**config.mk**
```make
export PLATFORM = sky130hd
export DESIGN_NAME = host_bus_interface
export DESIGN_NICKNAME = d
export VERILOG_FILES = /design/src/rtl/host_bus_interface.sv
export SDC_FILE = /design/constraint.sdc
export NUM_CORES = 1
export LEC_CHECK = 0
export ABC_AREA = 1
export CORE_MARGIN = 4
export CORE_UTILIZATION = 37
export CTS_CLUSTER_DIAMETER = 150
export DETAILED_ROUTE_END_ITERATION = 12
export GPL_TIMING_DRIVEN = 0
export HOLD_SLACK_MARGIN = 0.02
export PLACE_DENSITY = 0.75
export SYNTH_ARGS = -nofsm -noshare
export SYNTH_HDL_FRONTEND = slang
export SYNTH_SLANG_ARGS = --single-unit
```
**constraint.sdc**
```tcl
create_clock -name clock -period 1.55 [get_ports clock]
set_input_delay 0.31 -clock clock [delete_from_list [all_inputs] [get_ports clock]]
set_output_delay 0.31 -clock clock [all_outputs]
set_load 0.02 [all_outputs]
```
**src/rtl/host_bus_interface.sv**
```systemverilog
// Host bus bridge: brings the asynchronous System 573 host strobes into the clock domain
// and turns each host access into one single-cycle register read or write request.
`timescale 1ns / 1ps

module host_bus_interface #(
   parameter int ADDR_WIDTH = 6,
   parameter int DATA_WIDTH = 16
) (
   input  logic                  clock,
   input  logic                  nReset,
   input  logic [ADDR_WIDTH-1:0] hostAddress,
   input  logic                  hostNCS,
   input  logic                  hostNRD,
   input  logic                  hostNWR,
   input  logic [DATA_WIDTH-1:0] hostDataIn,
   output logic [DATA_WIDTH-1:0] hostDataOut,
   output logic                  hostDataOE,
   output logic [ADDR_WIDTH-1:0] regAddress,
   output logic [DATA_WIDTH-1:0] regWriteData,
   output logic                  regWrite,
   output logic                  regRead,
   input  logic [DATA_WIDTH-1:0] regReadData
);

   typedef enum logic [1:0] {
      IDLE,
      READ_LATCH,
      READ_DRIVE,
      WAIT_RELEASE
   } state_t;

   state_t                  state_q, state_d;
   logic [1:0]              csSync_q, rdSync_q, wrSync_q;
   logic [ADDR_WIDTH-1:0]   regAddress_q, regAddress_d;
   logic [DATA_WIDTH-1:0]   regWriteData_q, regWriteData_d;
   logic [DATA_WIDTH-1:0]   hostDataOut_q, hostDataOut_d;
   logic                    hostDataOE_q, hostDataOE_d;
   logic                    regRead_q, regRead_d;
   logic                    regWrite_q, regWrite_d;
   logic                    sCS, sRD, sWR;

   // Two-stage synchronisers idle high so reset looks like "no access in progress".
   always_ff @(posedge clock or negedge nReset) begin
      if (!nReset) begin
         csSync_q <= 2'b11;
         rdSync_q <= 2'b11;
         wrSync_q <= 2'b11;
      end else begin
         csSync_q <= {csSync_q[0], hostNCS};
         rdSync_q <= {rdSync_q[0], hostNRD};
         wrSync_q <= {wrSync_q[0], hostNWR};
      end
   end

   assign sCS = ~csSync_q[1];
   assign sRD = ~rdSync_q[1];
   assign sWR = ~wrSync_q[1];

   always_ff @(posedge clock or negedge nReset) begin
      if (!nReset) begin
         state_q        <= IDLE;
         regAddress_q   <= '0;
         regWriteData_q <= '0;
         hostDataOut_q  <= '0;
         hostDataOE_q   <= 1'b0;
         regRead_q      <= 1'b0;
         regWrite_q     <= 1'b0;
      end else begin
         state_q        <= state_d;
         regAddress_q   <= regAddress_d;
         regWriteData_q <= regWriteData_d;
         hostDataOut_q  <= hostDataOut_d;
         hostDataOE_q   <= hostDataOE_d;
         regRead_q      <= regRead_d;
         regWrite_q     <= regWrite_d;
      end
   end

   always_comb begin
      state_d        = state_q;
      regAddress_d   = regAddress_q;
      regWriteData_d = regWriteData_q;
      hostDataOut_d  = hostDataOut_q;
      hostDataOE_d   = 1'b0;
      regRead_d      = 1'b0;
      regWrite_d     = 1'b0;
      unique case (state_q)
         IDLE: begin
            if (sCS && sRD && !sWR) begin
               regAddress_d = hostAddress;
               regRead_d    = 1'b1;
               state_d      = READ_LATCH;
            end else if (sCS && sWR && !sRD) begin
               regAddress_d   = hostAddress;
               regWriteData_d = hostDataIn;
               regWrite_d     = 1'b1;
               state_d        = WAIT_RELEASE;
            end else if (sCS && sRD && sWR) begin
               state_d = WAIT_RELEASE;
            end
         end
         // regReadData is sampled here while regRead is still high.
         READ_LATCH: begin
            hostDataOut_d = regReadData;
            if (!sCS || !sRD) begin
               state_d = WAIT_RELEASE;
            end else begin
               hostDataOE_d = 1'b1;
               state_d      = READ_DRIVE;
            end
         end
         // A clean release skips the WAIT_RELEASE cycle since its exit condition already holds.
         READ_DRIVE: begin
            if (!sCS || !sRD) begin
               state_d = (!sRD && !sWR) ? IDLE : WAIT_RELEASE;
            end else begin
               hostDataOE_d = 1'b1;
            end
         end
         WAIT_RELEASE: begin
            if (!sRD && !sWR) begin
               state_d = IDLE;
            end
         end
         default: state_d = IDLE;
      endcase
   end

   assign hostDataOut  = hostDataOut_q;
   assign hostDataOE   = hostDataOE_q;
   assign regAddress   = regAddress_q;
   assign regWriteData = regWriteData_q;
   assign regRead      = regRead_q;
   assign regWrite     = regWrite_q;

endmodule

```
Word-level counts from Yosys, hierarchy flattened
Index checks and enable logic that the tools add are counted.
{"block": "word_totals", "regBits": 49, "elab_cells": 50}
{"block": "classes", "n_eq_ne": 6, "n_mux": 17, "bitwise_logic": 4, "reduce_logical": 13}
{"cell": "$mux W2", "n": 6}
{"cell": "$mux W6", "n": 2}
{"cell": "$mux W1", "n": 8}
{"cell": "$pmux W2 S4", "n": 1}
{"cell": "$logic_and A1 B1 Y1", "n": 6}
{"cell": "$reduce_and A3 Y1", "n": 2}
{"cell": "$eq A2 B2 Y1 const B", "n": 2}
{"cell": "$ne A2 B2 Y1 const B", "n": 2}
{"cell": "$ne A4 B4 Y1 const B", "n": 1}
{"cell": "$not A1 Y1", "n": 4}
{"cell": "$eq A2 B1 Y1 const B", "n": 1}
{"cell": "$logic_not A2 Y1", "n": 1}
{"cell": "$reduce_and A2 Y1", "n": 1}
{"cell": "$reduce_bool A2 Y1", "n": 1}
{"cell": "$reduce_or A2 Y1", "n": 1}
{"cell": "$logic_or A1 B1 Y1", "n": 1}

Depth between registers and ports, before layout
Gate-level depths: netlist (run 1).
{"block": "logic_depth", "depth_word": 7, "mapped_depth": 8}

Worst setup path after synthesis (run 1)
OpenSTA, ideal clock, no wires.
{"block": "synth_path", "path_kind": "register to register", "startpoint": "register state_q[1]", "endpoint": "register hostDataOut_q[0] (netlist: hostDataOut[0])", "setup_ps": 125, "arrival_ps": 1320, "slack_ps": 105, "path_stages_with_launch": 6, "path_cell_list": "dfrtp_1 > inv_1 > ha_1 > buf_2 > buf_4 > mux2_2"}
{"block": "synth_between", "elab_chain_len": 1}
{"item": "start: declaration", "line": "32", "rtl": "state_t state_q, state_d;"}
{"item": "start signal: assignment", "line": "69", "rtl": "state_q <= state_d;"}
{"item": "$eq A2 B1 Y1", "line": "87", "rtl": "unique case (state_q)"}
{"item": "end signal: assignment", "line": "72", "rtl": "hostDataOut_q <= hostDataOut_d;"}
{"item": "end: declaration", "line": "36", "rtl": "logic [DATA_WIDTH-1:0] hostDataOut_q, hostDataOut_d;"}
No other way between the ends.
A chain may end at the register's enable or synchronous reset.

Worst setup path after layout (run 1)
Same ends and word-level chain as after synthesis.

==> results of run 1 <==
-- cell usage in the layout (no fill, tap or decap) --
master	count
inv_1	6
mux2_2	16
ha_1	4
buf_6	2
dfrtp_2	1
buf_2	3
clkbuf_1	1
nand3_4	2
nand2_2	1
inv_4	1
nand3_1	9
nand2_1	77
inv_2	1
dfstp_2	6
clkinv_4	1
buf_4	1
bufinv_16	1
dlygate4sd2_1	40
ha_2	1
nor2_2	1
dfrtp_1	42
clkbuf_8	5
clkdlybuf4s50_1	41
nand3b_1	1
dlymetal6s2s_1	1
dlygate4sd3_1	1
buf_12	1
nor2_1	3
-- cell type report --
cell class              instances  share of cell area, %
flip-flops and latches         49                  41.77
repair buffers                 85                  27.34
multi-input cells             115                  21.84
well taps                      67                  2.835
clock buffers                   6                  2.455
plain buffers                   5                  1.354
clock inverters                 2                  1.312
inverters                       8                  1.100
-- routing by layer --
layer  GRT usage (%)  part of all wire (%)
met1           16.55                    43
met2           23.10                    48
met3           5.381                   8.2
met4           4.561                   1.5
met5               0                     0
-- through the flow --
step	cell area (um^2)	setup slack [ps]	power, uW
finish	2957	94.19	5579
CTS	2930	10.35	5645
detailed placement	2853	-55.93	5093
global route	2957	-0.1614	6007
global placement	2838	-1263	5035
floorplan	1923	104.9	3700
-- kinds of logic after synthesis --
logic type | after synthesis | share of synthesized area (%)
simple gates | 94 | 19.91
flops | 49 | 64.15
fa+ha+maj | 5 | 3.253
buf+inv | 13 | 3.318
mux | 16 | 9.369
-- registers in the layout, summed over array words and instances, names as in the netlist --
| name | flops |
|---|---|
| hostDataOE | 1 |
| regWrite | 1 |
| hostDataOut | 16 |
| rdSync_q | 2 |
| regRead | 1 |
| state_q | 2 |
| regAddress | 6 |
| wrSync_q | 2 |
| csSync_q | 2 |
| regWriteData | 16 |
-- timing repair --
| item | CTS | global route |
|---|---|---|
| resized for setup | 42 | 8 |
| endpoints found under the hold margin | 22 | 0 |
| pin swaps | 0 | 0 |
| hold buffers | 1 | 0 |
| endpoints found under the setup margin | 49 | 32 |
-- report_power, final --
group	leakage, uW	total [uW]	switching [uW]	internal [uW]
Combinational	0.000847	2570	1410	1150
Sequential	0.000580	2120	280	1840
Clock	0.0000554	889	405	484
Total	0.00148	5580	2100	3480
-- final timing paths --
check	start	slack [ps]	cells past startpoint	end
max reg2reg	state_q[1]$_DFFE_PN0P_	90	5	hostDataOut[0]$_DFFE_PN0N_
min reg2reg	wrSync_q[0]$_DFF_PN1_	360	0	wrSync_q[1]$_DFF_PN1_
min	wrSync_q[0]$_DFF_PN1_	360	0	wrSync_q[1]$_DFF_PN1_
max	state_q[1]$_DFFE_PN0P_	90	5	hostDataOut[0]$_DFFE_PN0N_
max in group asynchronous	nReset	430	3	rdSync_q[1]$_DFF_PN1_
min in group asynchronous	nReset	530	2	hostDataOut[9]$_DFFE_PN0N_
==> results.json, run 1 <==
{
  "ios": 84,
  "ff_latch_area_mm2": 0.001235,
  "final_cells": 337,
  "nNetsFinal": 317,
  "hold_viol": 0,
  "cts_buffers": 5,
  "max_freq_mhz": 686.9,
  "design.die.area_mm2": 0.006415,
  "cp_slowest_cell": "dfrtp_2",
  "cpPeakStageDelay_ps": 450,
  "routed_wl_mm": 4.147,
  "timing.hold.ws_ps": 359.1,
  "syn_area_per_cell_um2": 10.86,
  "clk_path_buf_depth": 2,
  "num_vias": 1478,
  "tightest_slew_ps": 524.8,
  "grt_max_degree": 28,
  "yosysMostFrequentCell": "nand2_1",
  "p_leak_uw": 0.001482,
  "synth_top_cell_by_area": "dfrtp_1",
  "crit_family": "flip-flops",
  "cts_max_level": 2,
  "grt_pass1_vias": 1588,
  "skew_ps": 6.628,
  "clk_latency_ps": 300,
  "coreArea_mm2": 0.004880,
  "hold_path.class": "flop to flop",
  "synth_cell_types": 15,
  "die_y_um": 80.10,
  "hpwl_mm": 3.137,
  "cts_setup_buffers": 0,
  "synth_edf_count": 0,
  "io_buffers": 83,
  "grt.overflow.total": 0,
  "ys_seq_area_share_pct": 64.15,
  "start_kind": "flop",
  "synth_warnings": 0,
  "vdd_drop_max_mv": 0.8830,
  "min_period_ps": 1456,
  "area_delta_synth_final_pct": 53.74,
  "power_density_mw_per_mm2": 1887,
  "drive_gt1_share_pct": 16.30,
  "cts.clk_slew.worst_paths_ps": 90,
  "fin_crit_sh_pct": 93.92,
  "multi_input_area_um2": 645.6,
  "clock_sinks": 49,
  "crit_chain": "inv_2, ha_1, buf_4, buf_6, mux2_2",
  "synthesis.area_mm2": 0.001923,
  "cap_violations": 0,
  "netlist.area_leader.share_pct": 55.95,
  "path_max_fanout": 10,
  "die_w_um": 80.10,
  "required_ps": 1740,
  "cp-end-kind": "flop",
  "fill_cells": 443,
  "drc": 0,
  "synth-main-ff-cell": "dfrtp_1",
  "synth_common_cells": "nand2_1 (78), dfrtp_1 (43), mux2_2 (16)",
  "placementRows": 25,
  "critPathBufInv": 3,
  "worstSetupPathType": "flop to flop",
  "status": "completed",
  "async_flop_share_pct": 100.0,
  "antenna_found_initial": 0,
  "wire_per_inst_um": 12.31,
  "grt_pass1_wl_mm": 7.038,
  "fin_util_pct": 60.59,
  "cts_tree": "built",
  "setup_viol": 0,
  "via_per_inst": 4.386,
  "syn-num-nets": 225,
  "arrival_ps": 1650,
  "place_inst": 328,
  "gp_congestion": 0.7953,
  "ys_seq_elements": 49,
  "ctsRootBufferMaster": "clkbuf_8",
  "finalMaxSlewViolations": 0,
  "final.setup.tns_ps": 0,
  "relSlewSlack_pct": 65.01,
  "synthTopCellsByArea": "dfrtp_1 (56%), nand2_1 (15%), mux2_2 (9.4%)",
  "drt_first_pass_iters": 4,
  "dr.first_iter.drc_count": 71,
  "start_util_pct": 39.41,
  "synthCells": 177,
  "track_usage_pct": 13.93,
  "ant_nets": 0,
  "antennaDiodeCount": 0
}
Note: power is estimated with default switching activity, not from simulation.
==> run 2, diff against run 1 <==
--- a/config.mk
+++ b/config.mk
@@ -13,6 +13,7 @@
 export GPL_TIMING_DRIVEN = 0
 export HOLD_SLACK_MARGIN = 0.02
 export PLACE_DENSITY = 0.75
+export SLEW_MARGIN = 15
 export SYNTH_ARGS = -nofsm -noshare
 export SYNTH_HDL_FRONTEND = slang
 export SYNTH_SLANG_ARGS = --single-unit
==> results of run 2 <==
Final layout, timing and power as in run 1 (identical DEF).
==> run 3, diff against run 2 <==
--- a/config.mk
+++ b/config.mk
@@ -7,12 +7,12 @@
 export LEC_CHECK = 0
 export ABC_AREA = 1
 export CORE_MARGIN = 4
-export CORE_UTILIZATION = 37
+export CORE_UTILIZATION = 39
+export CTS_BUF_LIST = sky130_fd_sc_hd__clkbuf_8
 export CTS_CLUSTER_DIAMETER = 150
 export DETAILED_ROUTE_END_ITERATION = 12
-export GPL_TIMING_DRIVEN = 0
 export HOLD_SLACK_MARGIN = 0.02
-export PLACE_DENSITY = 0.75
+export PLACE_DENSITY = 0.78
 export SLEW_MARGIN = 15
 export SYNTH_ARGS = -nofsm -noshare
 export SYNTH_HDL_FRONTEND = slang
==> results.json, run 3 (synthesized netlist as in run 1, its figures left out) <==
{
  "ant_nets": 0,
  "vdd_drop_max_mv": 0.9958,
  "setup_viol": 0,
  "clock_sinks": 49,
  "design_area_mm2": 0.002980,
  "antennaDiodeCount": 0,
  "cap_violations": 0,
  "ios": 84,
  "p_sw_share_pct": 36.55,
  "hold_path.class": "flop to flop",
  "via_per_inst": 4.448,
  "dpl_cell_area_mm2": 0.002869,
  "p_leak_uw": 0.001501,
  "placementRows": 25,
  "comb_power_share_pct": 45.4,
  "clk_path_buf_depth": 2,
  "max_freq_mhz": 707.9,
  "cellInternalPower_uw": 3663,
  "area_delta_synth_final_pct": 54.98,
  "coreArea_mm2": 0.004755,
  "cts_buffers": 5,
  "ctsRootBufferMaster": "clkbuf_8",
  "drc": 0,
  "io_buffers": 83,
  "skew_ps": 5.129,
  "grt_pass1_vias": 1606,
  "drt_first_pass_iters": 5,
  "finalMaxSlewViolations": 0,
  "path_max_fanout": 17,
  "final_common_cell": "nand2_1",
  "cts.clk_slew.worst_paths_ps": 90,
  "relSlewSlack_pct": 70.54,
  "timing.hold.ws_ps": 354.7,
  "routed_wl_mm": 4.133,
  "cts_tree": "built",
  "min_period_ps": 1413,
  "gp_congestion": 0.8566,
  "final.setup.tns_ps": 0,
  "grt_max_degree": 33,
  "num_vias": 1499,
  "fin_crit_sh_pct": 91.14,
  "status": "completed",
  "worstSetupPathType": "flop to flop",
  "grt.overflow.total": 0,
  "hold_viol": 0,
  "die_w_um": 78.22,
  "clockPowerShare_pct": 18.0,
  "cp-end-kind": "flop",
  "drive_gt1_share_pct": 15.93,
  "hpwl_mm": 3.122,
  "start_util_pct": 40.45,
  "final_cell_mix": "nand2_1 (77), dfrtp_1 (43), clkdlybuf4s50_1 (41)",
  "ff2ff_setup_slack_ps": 140,
  "track_usage_pct": 14.55,
  "power_density_mw_per_mm2": 1937,
  "antenna_found_initial": 0,
  "cts_setup_buffers": 0,
  "seq_power_share_pct": 36.7,
  "cts_max_level": 2,
  "wire_per_inst_um": 12.26,
  "tightest_slew_ps": 441.9,
  "arrival_ps": 1590,
  "switching_power_uw": 2110,
  "nNetsFinal": 317,
  "start_kind": "flop",
  "clk_latency_ps": 290,
  "grt_pass1_wl_mm": 7.079,
  "design.die.area_mm2": 0.006118,
  "rsz0062_at_grt": "no",
  "dr.first_iter.drc_count": 87,
  "required_ps": 1730,
  "die_y_um": 78.22
}
-- run 3: cell types whose count changed in the layout (fill, tap and decap cells not counted), sizes merged --
cell	change
clkbuf	-1
bufinv	+1
-- run 3: layout make-up --
class                           instances  area (um^2)
Clock inverter                          3        65.06
Timing Repair Buffer                   90        858.3
Inverter                                8        32.53
Fill cell                             420         1774
Clock buffer                            5        68.82
Tap cell                               67        83.83
Multi-Input combinational cell        115        638.1
Sequential cell                        49         1234
-- run 3: layer usage --
layer,vias to the layer above,global-route usage [%],wire (um)
li1,740,-,-
met1,690,18.12,1765
met2,63,24.14,2043
met3,6,4.587,290
met4,0,4.545,34
met5,-,0,0
-- run 3: power by group through the flow --
stage	logic (uW)	registers [uW]	clock network (uW)
2_1_floorplan	912	2790	0
3_3_place_gp	2970	2140	0
3_5_place_dp	3000	2150	0
4_1_cts	2650	2120	1080
5_1_grt	2850	2210	1140
6_report	2620	2120	1040
-- run 3: what timing repair did --
| action | in CTS | in global routing |
|---|---|---|
| gates resized for setup | 40 | 6 |
| setup endpoints to repair | 40 | 23 |
| hold buffers | 1 | 0 |
| hold endpoints to repair | 17 | 0 |
-- run 3: worst paths after layout --
path | startpoint | to | cells after the start
worst max-delay path | state_q[1]$_DFFE_PN0P_ | hostDataOut[10]$_DFFE_PN0N_ | 4
worst min-delay path | rdSync_q[0]$_DFF_PN1_ | rdSync_q[1]$_DFF_PN1_ | 0
worst max register to register | state_q[1]$_DFFE_PN0P_ | hostDataOut[10]$_DFFE_PN0N_ | 4
worst min register to register | rdSync_q[0]$_DFF_PN1_ | rdSync_q[1]$_DFF_PN1_ | 0
max in group asynchronous | nReset | csSync_q[0]$_DFF_PN1_ | 3
min in group asynchronous | nReset | hostDataOut[13]$_DFFE_PN0N_ | 2
-- run 3: metrics by stage --
step,utilization [%],std cells,setup WS (ps),power [uW]
after global placement,60.34,328,158.9,5111
after CTS,62.32,337,6.421,5852
after global routing,62.68,337,38.08,6190
after floorplan,-,177,104.9,3700
final,62.68,337,137.3,5773
after detailed placement,60.34,328,98.13,5157
-- run 3: worst max-delay path, stage by stage (launching register included) --
cell and delay [ps]:
dfrtp_1 430, inv_1 140, ha_1 230, buf_12 170, mux2_2 340
